[src/rtl/cnn_pkg.sv]
// Shared defaults and helpers for the CNN front-end blocks.
package cnn_pkg;

  localparam int DEF_KERNEL = 3;
  localparam int DEF_N      = 4;
  localparam int DEF_IMG_W  = 8;
  localparam int DEF_IMG_H  = 8;

  // Flat window element index for row r, column c of a k x k window.
  function automatic int win_idx(input int r, input int c, input int k);
    return r * k + c;
  endfunction

  // Counter width able to hold 0..n-1; never narrower than one bit.
  function automatic int cnt_w(input int n);
    if (n > 1) begin
      return $clog2(n);
    end else begin
      return 1;
    end
  endfunction

endpackage

[src/rtl/conv_line_buffer.sv]
// Single-line delay: d_out is the value seen on d_in DEPTH enabled cycles ago.
module conv_line_buffer #(
  parameter int N     = 4,
  parameter int DEPTH = 8
) (
  input  logic         clk,
  input  logic         rst,
  input  logic         en,
  input  logic [N-1:0] d_in,
  output logic [N-1:0] d_out
);

  logic [DEPTH-1:0][N-1:0] mem_r;

  // Shift register advancing only on accepted pixels.
  always_ff @(posedge clk) begin
    if (rst) begin
      mem_r <= '0;
    end else if (en) begin
      mem_r[0] <= d_in;
      for (int i = 1; i < DEPTH; i++) begin
        mem_r[i] <= mem_r[i-1];
      end
    end else begin
      mem_r <= mem_r;
    end
  end

  assign d_out = mem_r[DEPTH-1];

endmodule

[src/rtl/conv_window_gen.sv]
// Raster-scan KERNEL x KERNEL sliding-window generator (valid convolution, no padding).
module conv_window_gen
  import cnn_pkg::*;
#(
  parameter int KERNEL = DEF_KERNEL,
  parameter int N      = DEF_N,
  parameter int IMG_W  = DEF_IMG_W,
  parameter int IMG_H  = DEF_IMG_H
) (
  input  logic                       clk,
  input  logic                       rst,
  input  logic [N-1:0]               d_in,
  input  logic                       en_in,
  output logic [KERNEL*KERNEL*N-1:0] data2conv,
  output logic                       en_out,
  output logic                       last_out
);

  localparam int CW = cnt_w(IMG_W);
  localparam int RW = cnt_w(IMG_H);
  localparam int KK = KERNEL * KERNEL;

  logic [CW-1:0]            col_r;
  logic [RW-1:0]            row_r;
  logic [KERNEL-1:0][N-1:0] tap_s;
  logic [KK-1:0][N-1:0]     win_r;
  logic [KK-1:0][N-1:0]     win_nxt_s;
  logic                     emit_s;
  logic                     frame_end_s;

  // tap_s[k] is the pixel at the current column, k rows earlier.
  assign tap_s[0] = d_in;

  for (genvar k = 1; k < KERNEL; k++) begin : g_lb
    conv_line_buffer #(
      .N     (N),
      .DEPTH (IMG_W)
    ) u_lb (
      .clk   (clk),
      .rst   (rst),
      .en    (en_in),
      .d_in  (tap_s[k-1]),
      .d_out (tap_s[k])
    );
  end

  // Next window: shift every row left and load the new right column from the taps.
  always_comb begin
    win_nxt_s = win_r;
    for (int r = 0; r < KERNEL; r++) begin
      for (int c = 0; c < KERNEL - 1; c++) begin
        win_nxt_s[win_idx(r, c, KERNEL)] = win_r[win_idx(r, c + 1, KERNEL)];
      end
      win_nxt_s[win_idx(r, KERNEL - 1, KERNEL)] = tap_s[KERNEL-1-r];
    end
  end

  assign emit_s      = (int'(row_r) >= KERNEL - 1) && (int'(col_r) >= KERNEL - 1);
  assign frame_end_s = (row_r == RW'(IMG_H - 1)) && (col_r == CW'(IMG_W - 1));

  // Raster counters, window state and registered outputs.
  always_ff @(posedge clk) begin
    if (rst) begin
      col_r     <= '0;
      row_r     <= '0;
      win_r     <= '0;
      data2conv <= '0;
      en_out    <= 1'b0;
      last_out  <= 1'b0;
    end else if (en_in) begin
      win_r    <= win_nxt_s;
      en_out   <= emit_s;
      last_out <= emit_s && frame_end_s;
      if (emit_s) begin
        data2conv <= win_nxt_s;
      end else begin
        data2conv <= data2conv;
      end
      if (col_r == CW'(IMG_W - 1)) begin
        col_r <= '0;
        if (row_r == RW'(IMG_H - 1)) begin
          row_r <= '0;
        end else begin
          row_r <= row_r + RW'(1);
        end
      end else begin
        col_r <= col_r + CW'(1);
      end
    end else begin
      en_out   <= 1'b0;
      last_out <= 1'b0;
    end
  end

endmodule

[config.mk]
export PLATFORM = sky130hd
export DESIGN_NAME = conv_window_gen
export DESIGN_NICKNAME = d
export VERILOG_FILES = /design/src/rtl/cnn_pkg.sv /design/src/rtl/conv_line_buffer.sv /design/src/rtl/conv_window_gen.sv
export SDC_FILE = /design/constraint.sdc
export NUM_CORES = 1
export LEC_CHECK = 0
export ABC_AREA = 1
export CAP_MARGIN = 40
export CORE_MARGIN = 2
export CORE_UTILIZATION = 35
export DETAILED_ROUTE_END_ITERATION = 10
export PLACE_DENSITY = 0.64
export SYNTH_ARGS = -nofsm -noshare
export SYNTH_HDL_FRONTEND = slang
export SYNTH_HIERARCHICAL = 1
export SYNTH_SLANG_ARGS = --single-unit
[constraint.sdc]
create_clock -name clk -period 1.29 [get_ports clk]
set_clock_uncertainty 0.15 [all_clocks]
set_input_delay 0.387 -clock clk [delete_from_list [all_inputs] [get_ports clk]]
set_output_delay 0.387 -clock clk [all_outputs]
set_load 0.02 [all_outputs]
# After elaboration in Yosys (flattened, before gate mapping)
# Cells that the tools add are included.
dict set report totals {
  in_bits 7
  regBits 116
  wordCells 38
  mem_bits_ro 0
  out_inout_bits 38
  ramBits 0
  mem_count 0
  latchBits 0
}
dict set report classes {
  mul 0
  n_reduce_logical 6
  addsub 2
  div_mod_pow 0
  eq_ne 2
  n_mux 2
  shift 0
  order_cmp 2
  bitwise_logic 1
}
# cell count
set ops {}
lappend ops {{3-bit by 1-bit adder with 3-bit output (second input constant)} 2}
lappend ops {{3-bit == test (second input constant)} 2}
lappend ops {{3-bit by 2-bit >= comparator with 1-bit output (second input constant)} 2}
lappend ops {{3-bit 2-to-1 mux} 2}
lappend ops {{2-bit AND reduction} 2}
lappend ops {{1-bit logical AND} 3}
lappend ops {{2-bit OR reduction} 1}
lappend ops {{1-bit NOT} 1}

# Logic depth before layout (Yosys ltp)
dict set report depth {
  depth_word 3
  mapped_depth 8
  ltp_nobuf 7
}

# Hierarchy
# Netlist, hierarchy kept.
# mod cells_each area_each_um2 n_inst seq_area_each_um2
set modules_own_cells {}
lappend modules_own_cells {conv_line_buffer 207 1505.2 2 640.6}
lappend modules_own_cells {conv_window_gen 358 2738.9 1 1361.3}

# Worst setup path after synthesis
# OpenSTA, ideal clock, no wires.
dict set report synth_path {
  path_type {reg2reg}
  from {register col_r[0]}
  to {register data2conv[0]}
  stages_incl_launch_ff 8
  path_slack_ns -0.089
  arrival_time_ns 1.114
  synth_period_minus_slack_ns 1.379
  required_ns 1.025
  path_buffers 1
  setup_time_ns 0.115
  path_cell_list {dfxtp_1 > inv_1 > ha_1 > inv_1 > nand2_1 > buf_2 > a21oi_1 > nor2_1}
}
dict set report synth_via {
  elab_chain_len 3
}
# element line_no
set synth_lines {}
lappend synth_lines {{start, declared} conv_window_gen.sv:23} ;# logic [CW-1:0] col_r;
lappend synth_lines {{start signal, assigned} conv_window_gen.sv:87} ;# col_r <= col_r + CW'(1);
lappend synth_lines {{3-bit by 2-bit >= comparator with 1-bit output} conv_window_gen.sv:58} ;# assign emit_s = (int'(row_r) >= KERNEL - 1) && (int'(col_r) >= KERNEL - 1);
lappend synth_lines {{1-bit logical AND} conv_window_gen.sv:58}
lappend synth_lines {{2-bit AND reduction (no line)} --}
lappend synth_lines {{end signal, assigned} conv_window_gen.sv:75} ;# data2conv <= win_nxt_s;
lappend synth_lines {{end signal, assigned} conv_window_gen.sv:77} ;# data2conv <= data2conv;
lappend synth_lines {{end, declared} conv_window_gen.sv:14} ;# output logic [KERNEL*KERNEL*N-1:0] data2conv,
# No other way between the ends.
# A chain may end at the register's enable or synchronous reset.

# Worst setup path after layout
dict set report layout_path {
  from {register col_r[1]}
  to {register data2conv[34]}
}
# Same word-level chain as after synthesis.

==> summary by stage <==
Timing
At the pin with the least slew margin, the transition time is 272 ps. The highest clock frequency the design can meet is 697 MHz. The headroom to the max-slew limit is 0.816. Setup repair after global routing could not meet its margin everywhere. The count of final max-slew check failures came to 0. The post-layout minimum cycle time is 1430 ps. Setup violations remaining at the end of the flow were counted as 78. The hold violation count in the final report came to 0. The post-route worst setup slack is -145 ps. In the finished design, the share of the clock period the worst path needs comes to 1.11.

Layout
The final design utilization is 0.482. The fill cell instance count of the final layout is 1498. The number of nets in the finished design is around 850. The growth of design area from synthesis to finish is 33.5%. Of the cells placed in the final design, the portion with a size suffix greater than 1 is 0.366. The repair_antennas step left the layout with diodes totalling 0. After routing the design area is around 0.0077 mm2.

Pwr
Summed over all cells, the static leakage comes to 3.34 nW. Total power for the finished layout comes to 0.0103 W. IR analysis of the VDD net gives a maximum drop of 0.795 mV. The power per unit of standard cell area is 1350 mW/mm2.

Clocking
The insertion delay of the later-clocked pin in the worst-skew pair is around 400 ps. The hold-fix buffer count after cts is 0. The cell at the root of the clock tree is sky130_fd_sc_hd__clkbuf_16. In this run the deepest clock path goes through 2 buffers. The number of buffers created by CTS is 17. The TritonCTS clock tree is done. The H-tree generated during clock tree synthesis spans 4 levels.

The clock slew at the register clock pins of the worst setup and hold paths is ~60 ps. The sink count of the clock tree is 132.

Place
The final weighted congestion of routability-driven global placement is 0.722. After legalization and detailed placement, the total HPWL measured about 6500 um. Input and output buffers added on the ports amount to 44. The total placed instance area is about 0.0063 mm2. Timing analysis after detailed placement gives a worst setup slack of -462 ps.

Run
Across the run, the number of max-cap violations was 0.

Status
The final reports fail on negative setup slack. The run finished, with violations left.

Worst setup path
At the worst endpoint, the arrival time is 1580 ps. The critical path data required time is 1430 ps. The startpoint type of the worst setup path is a flip-flop. The critical path goes through nor2_4 > nand2_8 > clkbuf_16 > a21oi_1 > nor2_1.

The library cell contributing the largest single delay on the critical path is sky130_fd_sc_hd__dfxtp_4. The critical path is of the reg2reg type. Along the worst path, the maximum fanout reaches 17. The worst setup path is captured at a flip-flop.

The largest stage delay on the critical path is 370 ps.

Synth
After synthesis, the netlist uses 22 different library cells. Of the post-synthesis cell area, the dominant cell type holds 0.460. The cell taking the most area after synthesis is sky130_fd_sc_hd__dfxtp_1.

The synthesized flop and latch total is 132. A synthesized cell averages 7.45 um2. The number of warning messages in the yosys log is 6. The mapped netlist covers 0.00575 mm2. In the post-synthesis netlist, the biggest area contributors are sky130_fd_sc_hd__dfxtp_1 (46%), sky130_fd_sc_hd__nor2_1 (8.7%), sky130_fd_sc_hd__nand2_1 (8.4%), sky130_fd_sc_hd__inv_1 (6.9%), sky130_fd_sc_hd__a21oi_1 (5.4%). The cell count after synthesis came out at 772. Of the synthesized area, sequential elements account for 0.460.

The number of nets in the synthesized netlist is between 700 and 800.

Die
The width of the die is approximately 130 um. The number of placed I/O pins is 45. The area of the die is 0.0175 mm2. The overall die height is 132 um. The effective utilization at floorplan is 0.361.

The placement row count is 46. In this run the standard cell core region covers 0.0159 mm2.

GRT
The global-route wire length before repair is 18800 um. In the global route stage, overall resource usage came out at 0.129. The number of global-route vias before repair is just over 4000.

The initial antenna violation count is 0. Entering global routing, the biggest net connects 35 pins. The aggregate global routing overflow is 0.

Drt
The final layout contains routed wiring with a total length of 11900 um. The number of nets with antenna violations after detailed routing is 0. Using the TritonRoute via totals, the vias-per-cell ratio works out to 4.33. For this block, the via count after detailed routing is 4596.

The count of TritonRoute iterations in the first routing pass is 4. For this run, design rule violations remaining after detail routing come to 0. The count of routing violations after the opening detailed-route iteration is between 300 and 400.

After detailed routing, the average wire length per cell comes to 11.2 um.

Worst hold path
The worst hold path belongs to the class in2reg.
layout make-up:
class                           count  area, um2  share of cell area
Clock buffer                       20        457              0.0595
Clock inverter                     12        130              0.0169
Inverter                          107        407              0.0530
Multi-Input combinational cell    480       2540               0.331
Sequential cell                   132       2700               0.352
Tap cell                          216        270              0.0352
Timing Repair Buffer               95       1170               0.152
power by group:
| group | switching (W) | internal [W] |
|---|---|---|
| clock | 0.00177 | 0.00294 |
| sequential | 0.000100 | 0.00427 |
| combinational | 0.000711 | 0.000546 |
| total | 0.00258 | 0.00775 |
final timing paths:
check | depth (start not counted) | from | end | slack [ps]
min | 4 | en_in | col_r[2]$_SDFFE_PP0P_ | 220
max reg2reg | 5 | col_r[1]$_SDFFE_PP0P_ | data2conv[34]$_SDFFE_PP0P_ | -140
min reg2reg | 2 | data2conv[26]$_SDFFE_PP0P_ | data2conv[26]$_SDFFE_PP0P_ | 320
max | 5 | col_r[1]$_SDFFE_PP0P_ | data2conv[34]$_SDFFE_PP0P_ | -140
layout by cell type (no fill, tap or decap), types with 3 or more instances in the layout:
cell                              Yosys  layout
sky130_fd_sc_hd__a21oi_1             62      40
sky130_fd_sc_hd__a21oi_2              0      21
sky130_fd_sc_hd__buf_12               4      10
sky130_fd_sc_hd__buf_16               0       3
sky130_fd_sc_hd__buf_4               18      28
sky130_fd_sc_hd__buf_6                8      44
sky130_fd_sc_hd__clkbuf_16            0      21
sky130_fd_sc_hd__clkdlybuf4s50_1      0       4
sky130_fd_sc_hd__clkinv_2             0       3
sky130_fd_sc_hd__clkinvlp_4           0       5
sky130_fd_sc_hd__dfxtp_1            132      91
sky130_fd_sc_hd__dfxtp_2              0      39
sky130_fd_sc_hd__ha_4                 0       3
sky130_fd_sc_hd__inv_1              105     102
sky130_fd_sc_hd__inv_2                2       4
sky130_fd_sc_hd__nand2_1            129     116
sky130_fd_sc_hd__nand2_2             40      51
sky130_fd_sc_hd__nand3_1             36      21
sky130_fd_sc_hd__nand3_2              0      12
sky130_fd_sc_hd__nand3_4              0       3
sky130_fd_sc_hd__nor2_1             134     129
sky130_fd_sc_hd__nor2_2              40      44
sky130_fd_sc_hd__o21ai_0             29      27
timing repair:
item	in CTS	in global routing
endpoints found under the setup margin	90	81
cloned	4	5
pin swaps	14	14
setup buffers	3	11
gates resized for setup	304	54
worst max-delay path: cells and delay by family (launching register included):
| family | cells | cell delay, ps |
|---|---|---|
| compound gates | 1 | 170 |
| buf+inv | 1 | 200 |
| flops | 1 | 370 |
| simple gates | 3 | 430 |
through the flow:
stage               TNS [ps]  cells  hold slack [ps]
floorplan                  0    772              275
global placement      -54060   1007              309
detailed placement    -55210   1007              309
CTS                    -7760   1046              207
global route          -10990   1062              227
finish                 -7650   1062              225
cell usage after synthesis (all sizes together):
master,number
a211oi,1
a21oi,62
buf,47
clkbuf,7
dfxtp,132
ha,5
inv,107
nand2,169
nand3,36
nand3b,1
nor2,175
nor3,1
o21ai,29
flip-flops by register name, indices dropped and copies added, names as in the netlist:
name             cells
g_lb.u_lb/d_out      8
last_out             1
g_lb.u_lb/mem_r     56
col_r                3
row_r                3
data2conv           36
win_nxt_s           24
en_out               1
metal layers:
| metal | track usage | wire length [um] |
|---|---|---|
| met2 | 0.214 | 5710 |
| met1 | 0.162 | 5530 |
| met4 | 0.0435 | 235 |
| met5 | 0 | 0 |
| met3 | 0.0331 | 375 |
kinds of logic after synthesis:
kind of cell | share of synthesized area
adders and majority gates | 0.0109
and+or+nand+nor | 0.297
DFF | 0.460
buffers and inverters | 0.152
AOI/OAI and AO/OA | 0.0805
Note: power is estimated with default switching activity, not from simulation.
